[src/rtl/pipe_pkg.sv]
// Shared pipeline-control definitions: MUL/DIV sequencer states,
// forwarding-select codes and decoder redirect codes.
package pipe_pkg;

    typedef enum logic [1:0] {
        IDLE     = 2'd0,
        MUL_BUSY = 2'd1,
        DIV_BUSY = 2'd2
    } md_state_e;

    localparam logic [1:0] FWD_RF = 2'd0;
    localparam logic [1:0] FWD_EX = 2'd1;
    localparam logic [1:0] FWD_ME = 2'd2;
    localparam logic [1:0] FWD_MO = 2'd3;

    localparam logic [1:0] PC_SEQ    = 2'b00;
    localparam logic [1:0] PC_BRANCH = 2'b01;
    localparam logic [1:0] PC_JR     = 2'b10;
    localparam logic [1:0] PC_JUMP   = 2'b11;

endpackage

[src/rtl/fwd_sel.sv]
// Per-operand forwarding select with EX-over-ME priority; also flags a
// load in EX that this operand depends on.
module fwd_sel
    import pipe_pkg::*;
(
    input  logic [4:0] src,
    input  logic       use_src,
    input  logic [4:0] rw_ex,
    input  logic [4:0] rw_me,
    input  logic       wreg_ex,
    input  logic       wreg_me,
    input  logic       m2reg_ex,
    input  logic       m2reg_me,
    output logic [1:0] sel,
    output logic       load_hit
);

    // r0 is hardwired zero, so it never forwards or interlocks
    always_comb begin
        sel      = FWD_RF;
        load_hit = 1'b0;
        if (use_src && (src != 5'd0)) begin
            if (wreg_ex && !m2reg_ex && (rw_ex == src)) begin
                sel = FWD_EX;
            end else if (wreg_me && (rw_me == src)) begin
                sel = m2reg_me ? FWD_MO : FWD_ME;
            end else begin
                sel = FWD_RF;
            end
            load_hit = wreg_ex && m2reg_ex && (rw_ex == src);
        end else begin
            sel      = FWD_RF;
            load_hit = 1'b0;
        end
    end

endmodule

[src/rtl/hazard_ctrl.sv]
// Pipeline hazard control: forwarding, load-use interlock, redirect flush and
// MUL/DIV occupancy sequencer. Optional counters under HAZARD_PERF_CNT_EN.
module hazard_ctrl
    import pipe_pkg::*;
#(
    parameter int MUL_LAT = 4,
    parameter int DIV_LAT = 32,
    parameter int CNT_W   = 6
) (
    input  logic        clock,
    input  logic        reset_0,
    input  logic [4:0]  rs_id,
    input  logic [4:0]  rt_id,
    input  logic        use_rs_id,
    input  logic        use_rt_id,
    input  logic [4:0]  rw_ex,
    input  logic [4:0]  rw_me,
    input  logic        wreg_ex,
    input  logic        wreg_me,
    input  logic        m2reg_ex,
    input  logic        m2reg_me,
    input  logic [1:0]  pc_select,
    input  logic        md_start_id,
    input  logic        md_div,
    input  logic        md_use_id,
    input  logic        ext_hold,
    output logic [1:0]  a_select,
    output logic [1:0]  b_select,
    output logic        stall,
    output logic        pc_we,
    output logic        ifid_we,
    output logic        ifid_flush,
    output logic        idex_bubble,
    output logic        md_issue,
    output logic        md_busy,
    output logic        md_done
`ifdef HAZARD_PERF_CNT_EN
    ,
    output logic [31:0] perf_stall,
    output logic [31:0] perf_flush,
    output logic [31:0] perf_md
`endif
);

    localparam logic [CNT_W-1:0] MUL_LOAD = CNT_W'(MUL_LAT - 1);
    localparam logic [CNT_W-1:0] DIV_LOAD = CNT_W'(DIV_LAT - 1);

    md_state_e        state_r;
    md_state_e        state_nxt_s;
    logic [CNT_W-1:0] cnt_r;
    logic [CNT_W-1:0] cnt_nxt_s;
    logic             load_hit_a_s;
    logic             load_hit_b_s;
    logic             load_stall_s;
    logic             md_stall_s;

    fwd_sel u_fwd_a (
        .src      (rs_id),
        .use_src  (use_rs_id),
        .rw_ex    (rw_ex),
        .rw_me    (rw_me),
        .wreg_ex  (wreg_ex),
        .wreg_me  (wreg_me),
        .m2reg_ex (m2reg_ex),
        .m2reg_me (m2reg_me),
        .sel      (a_select),
        .load_hit (load_hit_a_s)
    );

    fwd_sel u_fwd_b (
        .src      (rt_id),
        .use_src  (use_rt_id),
        .rw_ex    (rw_ex),
        .rw_me    (rw_me),
        .wreg_ex  (wreg_ex),
        .wreg_me  (wreg_me),
        .m2reg_ex (m2reg_ex),
        .m2reg_me (m2reg_me),
        .sel      (b_select),
        .load_hit (load_hit_b_s)
    );

    // Only the two legal busy encodings count as busy, so a corrupted state
    // reads as idle and the next-state default returns it to IDLE.
    assign md_busy      = (state_r == MUL_BUSY) || (state_r == DIV_BUSY);
    assign md_done      = md_busy && (cnt_r == {CNT_W{1'b0}});
    assign load_stall_s = load_hit_a_s || load_hit_b_s;
    // HI/LO readers wait through the done cycle; a new start may overlap it.
    assign md_stall_s   = (md_use_id && md_busy) ||
                          (md_start_id && md_busy && !md_done);
    assign stall        = load_stall_s || md_stall_s;
    assign pc_we        = !stall && !ext_hold;
    assign ifid_we      = !stall && !ext_hold;
    assign idex_bubble  = stall && !ext_hold;
    assign ifid_flush   = (pc_select != PC_SEQ) && !stall && !ext_hold;
    assign md_issue     = md_start_id && !load_stall_s && !ext_hold &&
                          ((state_r == IDLE) || md_done);

    // Sequencer next state; the countdown ignores ext_hold
    always_comb begin
        state_nxt_s = IDLE;
        cnt_nxt_s   = {CNT_W{1'b0}};
        if (md_issue) begin
            state_nxt_s = md_div ? DIV_BUSY : MUL_BUSY;
            cnt_nxt_s   = md_div ? DIV_LOAD : MUL_LOAD;
        end else begin
            case (state_r)
                IDLE: begin
                    state_nxt_s = IDLE;
                    cnt_nxt_s   = {CNT_W{1'b0}};
                end
                MUL_BUSY, DIV_BUSY: begin
                    if (cnt_r == {CNT_W{1'b0}}) begin
                        state_nxt_s = IDLE;
                        cnt_nxt_s   = {CNT_W{1'b0}};
                    end else begin
                        state_nxt_s = state_r;
                        cnt_nxt_s   = cnt_r - CNT_W'(1);
                    end
                end
                default: begin
                    state_nxt_s = IDLE;
                    cnt_nxt_s   = {CNT_W{1'b0}};
                end
            endcase
        end
    end

    // Sequencer state and countdown registers
    always_ff @(posedge clock or negedge reset_0) begin
        if (!reset_0) begin
            state_r <= IDLE;
            cnt_r   <= {CNT_W{1'b0}};
        end else begin
            state_r <= state_nxt_s;
            cnt_r   <= cnt_nxt_s;
        end
    end

`ifdef HAZARD_PERF_CNT_EN
    // Event counters, free-running and wrapping
    always_ff @(posedge clock or negedge reset_0) begin
        if (!reset_0) begin
            perf_stall <= 32'd0;
            perf_flush <= 32'd0;
            perf_md    <= 32'd0;
        end else begin
            perf_stall <= perf_stall + {31'd0, (stall && !ext_hold)};
            perf_flush <= perf_flush + {31'd0, ifid_flush};
            perf_md    <= perf_md + {31'd0, md_issue};
        end
    end
`endif

endmodule

[config.mk]
export PLATFORM = sky130hd
export DESIGN_NAME = hazard_ctrl
export DESIGN_NICKNAME = d
export VERILOG_FILES = /design/src/rtl/pipe_pkg.sv /design/src/rtl/fwd_sel.sv /design/src/rtl/hazard_ctrl.sv
export SDC_FILE = /design/constraint.sdc
export NUM_CORES = 1
export LEC_CHECK = 0
export ABC_AREA = 1
export BUFFER_PORTS_ARGS = -buffer_cell sky130_fd_sc_hd__buf_2
export CORE_MARGIN = 2
export CORE_UTILIZATION = 40
export DETAILED_ROUTE_END_ITERATION = 10
export GPL_TIMING_DRIVEN = 0
export PLACE_DENSITY = 0.71
export SETUP_SLACK_MARGIN = 0.5
export SLEW_MARGIN = 30
export SYNTH_ARGS = -nofsm -noshare
export SYNTH_HDL_FRONTEND = slang
export SYNTH_SLANG_ARGS = --single-unit
[constraint.sdc]
create_clock -name clock -period 2.78 [get_ports clock]
set_clock_uncertainty 0.2 [all_clocks]
set_input_delay 0.417 -clock clock [delete_from_list [all_inputs] [get_ports clock]]
set_output_delay 0.417 -clock clock [all_outputs]
set_load 0.02 [all_outputs]
==> reports/summary.txt <==
Crit. End Element - output port
Arrival time at the worst endpoint - 1940 ps
Largest family of logic cells by synthesized area - simple AND/OR/NAND/NOR gates
Distinct cells, synth - 24
H-tree levels - 1
F_max - 392 MHz
Post-Synthesis Cells - 142
Final Wtd Congestion - 0.851
#FFs+latches synth - 8
Total power - 674 uW
Port buffer count - 45
WL/cell - 13.5 microns
Syn Area/Cell - 6.63 sq um
Setup CP Type - register to output port
Vias in the first global route - 1112
Drt initial violations - 24
Root buf cell - clkbuf_4
Final Non-Filler Cells - 245
Clock Sinks - 8
DP HPWL - 1810 microns
YS warnings - 0
Adder-cell share of the synthesized area - 3.99%
Hold crit path type - primary input to register
Die Area - 0.00276 sq mm
Post-synthesis xor/xnor area fraction - 16.8%
Gate power share - 63.0%
Placed cells - 215
Rel. slew slack - 83.7%
Maximum root-to-sink buffer count - 2
Tot GR Track Use - 24.9%
CTS tree - yes
Status - finished clean
Synth Net Count - 179
First-pass GRT wire length - 4890 microns
Final setup viols - 0
Commonest non-fill, non-tap cell in the layout - buf_2
Register area share after synthesis - 21.3%
Setup TNS - 0 ps
Worst-margin pin slew - 244 ps
Worst skew pair latency - 290 ps
Cell row count - 17
Util after Layout - 72.3%
Post-DRT Antenna Nets - 0
DR vias - 1191
R2R Setup Slk - 260 ps
Fin nets - 256
Commonest non-fill, non-tap cells in the layout - buf_2, nand2_1, buf_6
Critical hold path startpoint - md_div
Reg power frac - 22.0%
Reg2reg start - cnt_r[0]
Synthesized cell area - 941 sq um
Synth Area in Compound Gates - 4.52%
FILL cells - 170
Min Hold Slack - 182 ps
Synth Area in Simple Gates - 42.7%
Type of origin of the critical path - register
Worst Path Max Fanout - 4
Leakage - 0.000907 uW
Final Max Slew Viols - 0
Final Hold Fails - 0
Switching Share - 40.5%
Largest net degree at the start of global routing - 9
VDD IR max - 0.277 mV
Critical Path Source - cnt_r[0]
Sw Pwr - 273 uW
RSZ-0062 raised after global routing - yes
DRT Pass-1 Iters - 4
Die height - 52.5 microns
Drt total wl - 3300 microns
Tcrit/Tclk final - 91.9%
GRT overflow - 0
Die width - 52.5 microns
Pwr Density - 421 mW/mm^2
Io pins - 46
Worst Path Required - 2160 ps
Initial antenna violation count - 0
ANT cells - 0
MaxCap Viol Count - 0
Min Tclk post-route - 2550 ps
CTS clk-pin slew, worst paths - 70 ps
CTS buffer count - 3
Mux cell area share after synthesis - 0%
Starting Density - 42.5%
DRC - 0
Syn-to-layout area delta - 70.1%
Pint - 401 uW
Core box area - 0.00221 sq mm
Clock share of power - 15.0%
Vias per inst - 4.86
Layout cells sized above 1 - 52.1%
flip-flops by register name, indices dropped and copies added, names as in the netlist:
signal and count:
cnt_r 6, state_r 2
kinds of logic (layout without fill, tap and decap cells):
group,count (synthesis),in the layout
fa+ha+maj,3,3
buf+inv,26,101
compound gates,8,8
flops,8,8
simple gates,79,79
xor+xnor,18,18
routing by layer:
metal / wire, microns / global-route usage, % / vias up
met3: 160 / 6.29 / 11
met5: 0 / 0 / -
met4: 109 / 12.8 / 0
met2: 1750 / 42.1 / 45
li1: - / - / 590
met1: 1280 / 28.5 / 545
what timing repair did:
action,4_1_cts,5_1_grt
buffers inserted,21,5
pin swaps,1,8
endpoints found under the setup margin,6,14
hold buffers,1,0
resized for setup,12,35
hold endpoints to repair,8,0
final cells by class:
type	count	area (sq um)	share of cell area, %
timing repair buffer	72	514	32.1
buffer	1	11.3	0.704
sequential	8	200	12.5
inverter	25	93.8	5.86
multi-input combinational	108	723	45.2
clock buffer	3	22.5	1.41
tap	28	35.0	2.19
synth_stat cells:
| library cell | count | share of area (%) |
|---|---|---|
| o21ai_0 | 6 | 3.2 |
| nand3b_1 | 1 | 0.80 |
| nand2_2 | 2 | 1.3 |
| nor2_1 | 14 | 5.6 |
| dfrtp_1 | 8 | 21 |
| a21oi_1 | 1 | 0.53 |
| xnor2_1 | 6 | 5.6 |
| nor3_1 | 2 | 1.1 |
| xor2_1 | 12 | 11 |
| nor2_4 | 2 | 2.4 |
| a211oi_1 | 1 | 0.80 |
| ha_1 | 3 | 4.0 |
| nor3_2 | 1 | 1.1 |
| inv_1 | 21 | 8.4 |
| nand4_2 | 2 | 2.7 |
| nand3_2 | 1 | 1.1 |
| nand4_1 | 1 | 0.67 |
| buf_4 | 1 | 0.80 |
| or2_2 | 1 | 0.67 |
| nand3b_4 | 1 | 2.1 |
| nor2_2 | 5 | 3.3 |
| nand2_1 | 34 | 14 |
| inv_2 | 4 | 1.6 |
| nand3_1 | 12 | 6.4 |
critical path, cell delays in order, from the launching register on:
cell and delay (ps):
dfrtp_1 410, inv_2 110, ha_4 140, inv_2 40, nor2_4 80, nand3_2 80
nand2_2 100, inv_2 50, nand2_2 60, nand2_2 50, nand3b_4 180, nor2_4 120
buf_6 100, buf_6 100
power by group through the flow:
stage	combinational, uW	sequential [uW]	clock (uW)
floorplan	160	143	0
global placement	225	145	0
detailed placement	229	146	0
CTS	317	145	98.3
global route	459	149	110
finish	424	148	101
final timing paths:
kind                            endpoint  depth (start not counted)
min in group asynchronous       cnt_r[1]                          2
worst max-delay path               pc_we                         13
worst min-delay path            cnt_r[3]                          3
worst max register to register  cnt_r[5]                         18
max in group asynchronous       cnt_r[2]                          2
worst min register to register  cnt_r[0]                          1
per-stage QoR:
stage | cell area (sq um) | setup slack, ps
global placement | 1210 | 519
CTS | 1440 | 359
detailed placement | 1210 | 482
global route | 1600 | 144
finish | 1600 | 227
floorplan | 948 | 548
Power figures use the tool's default switching activity.
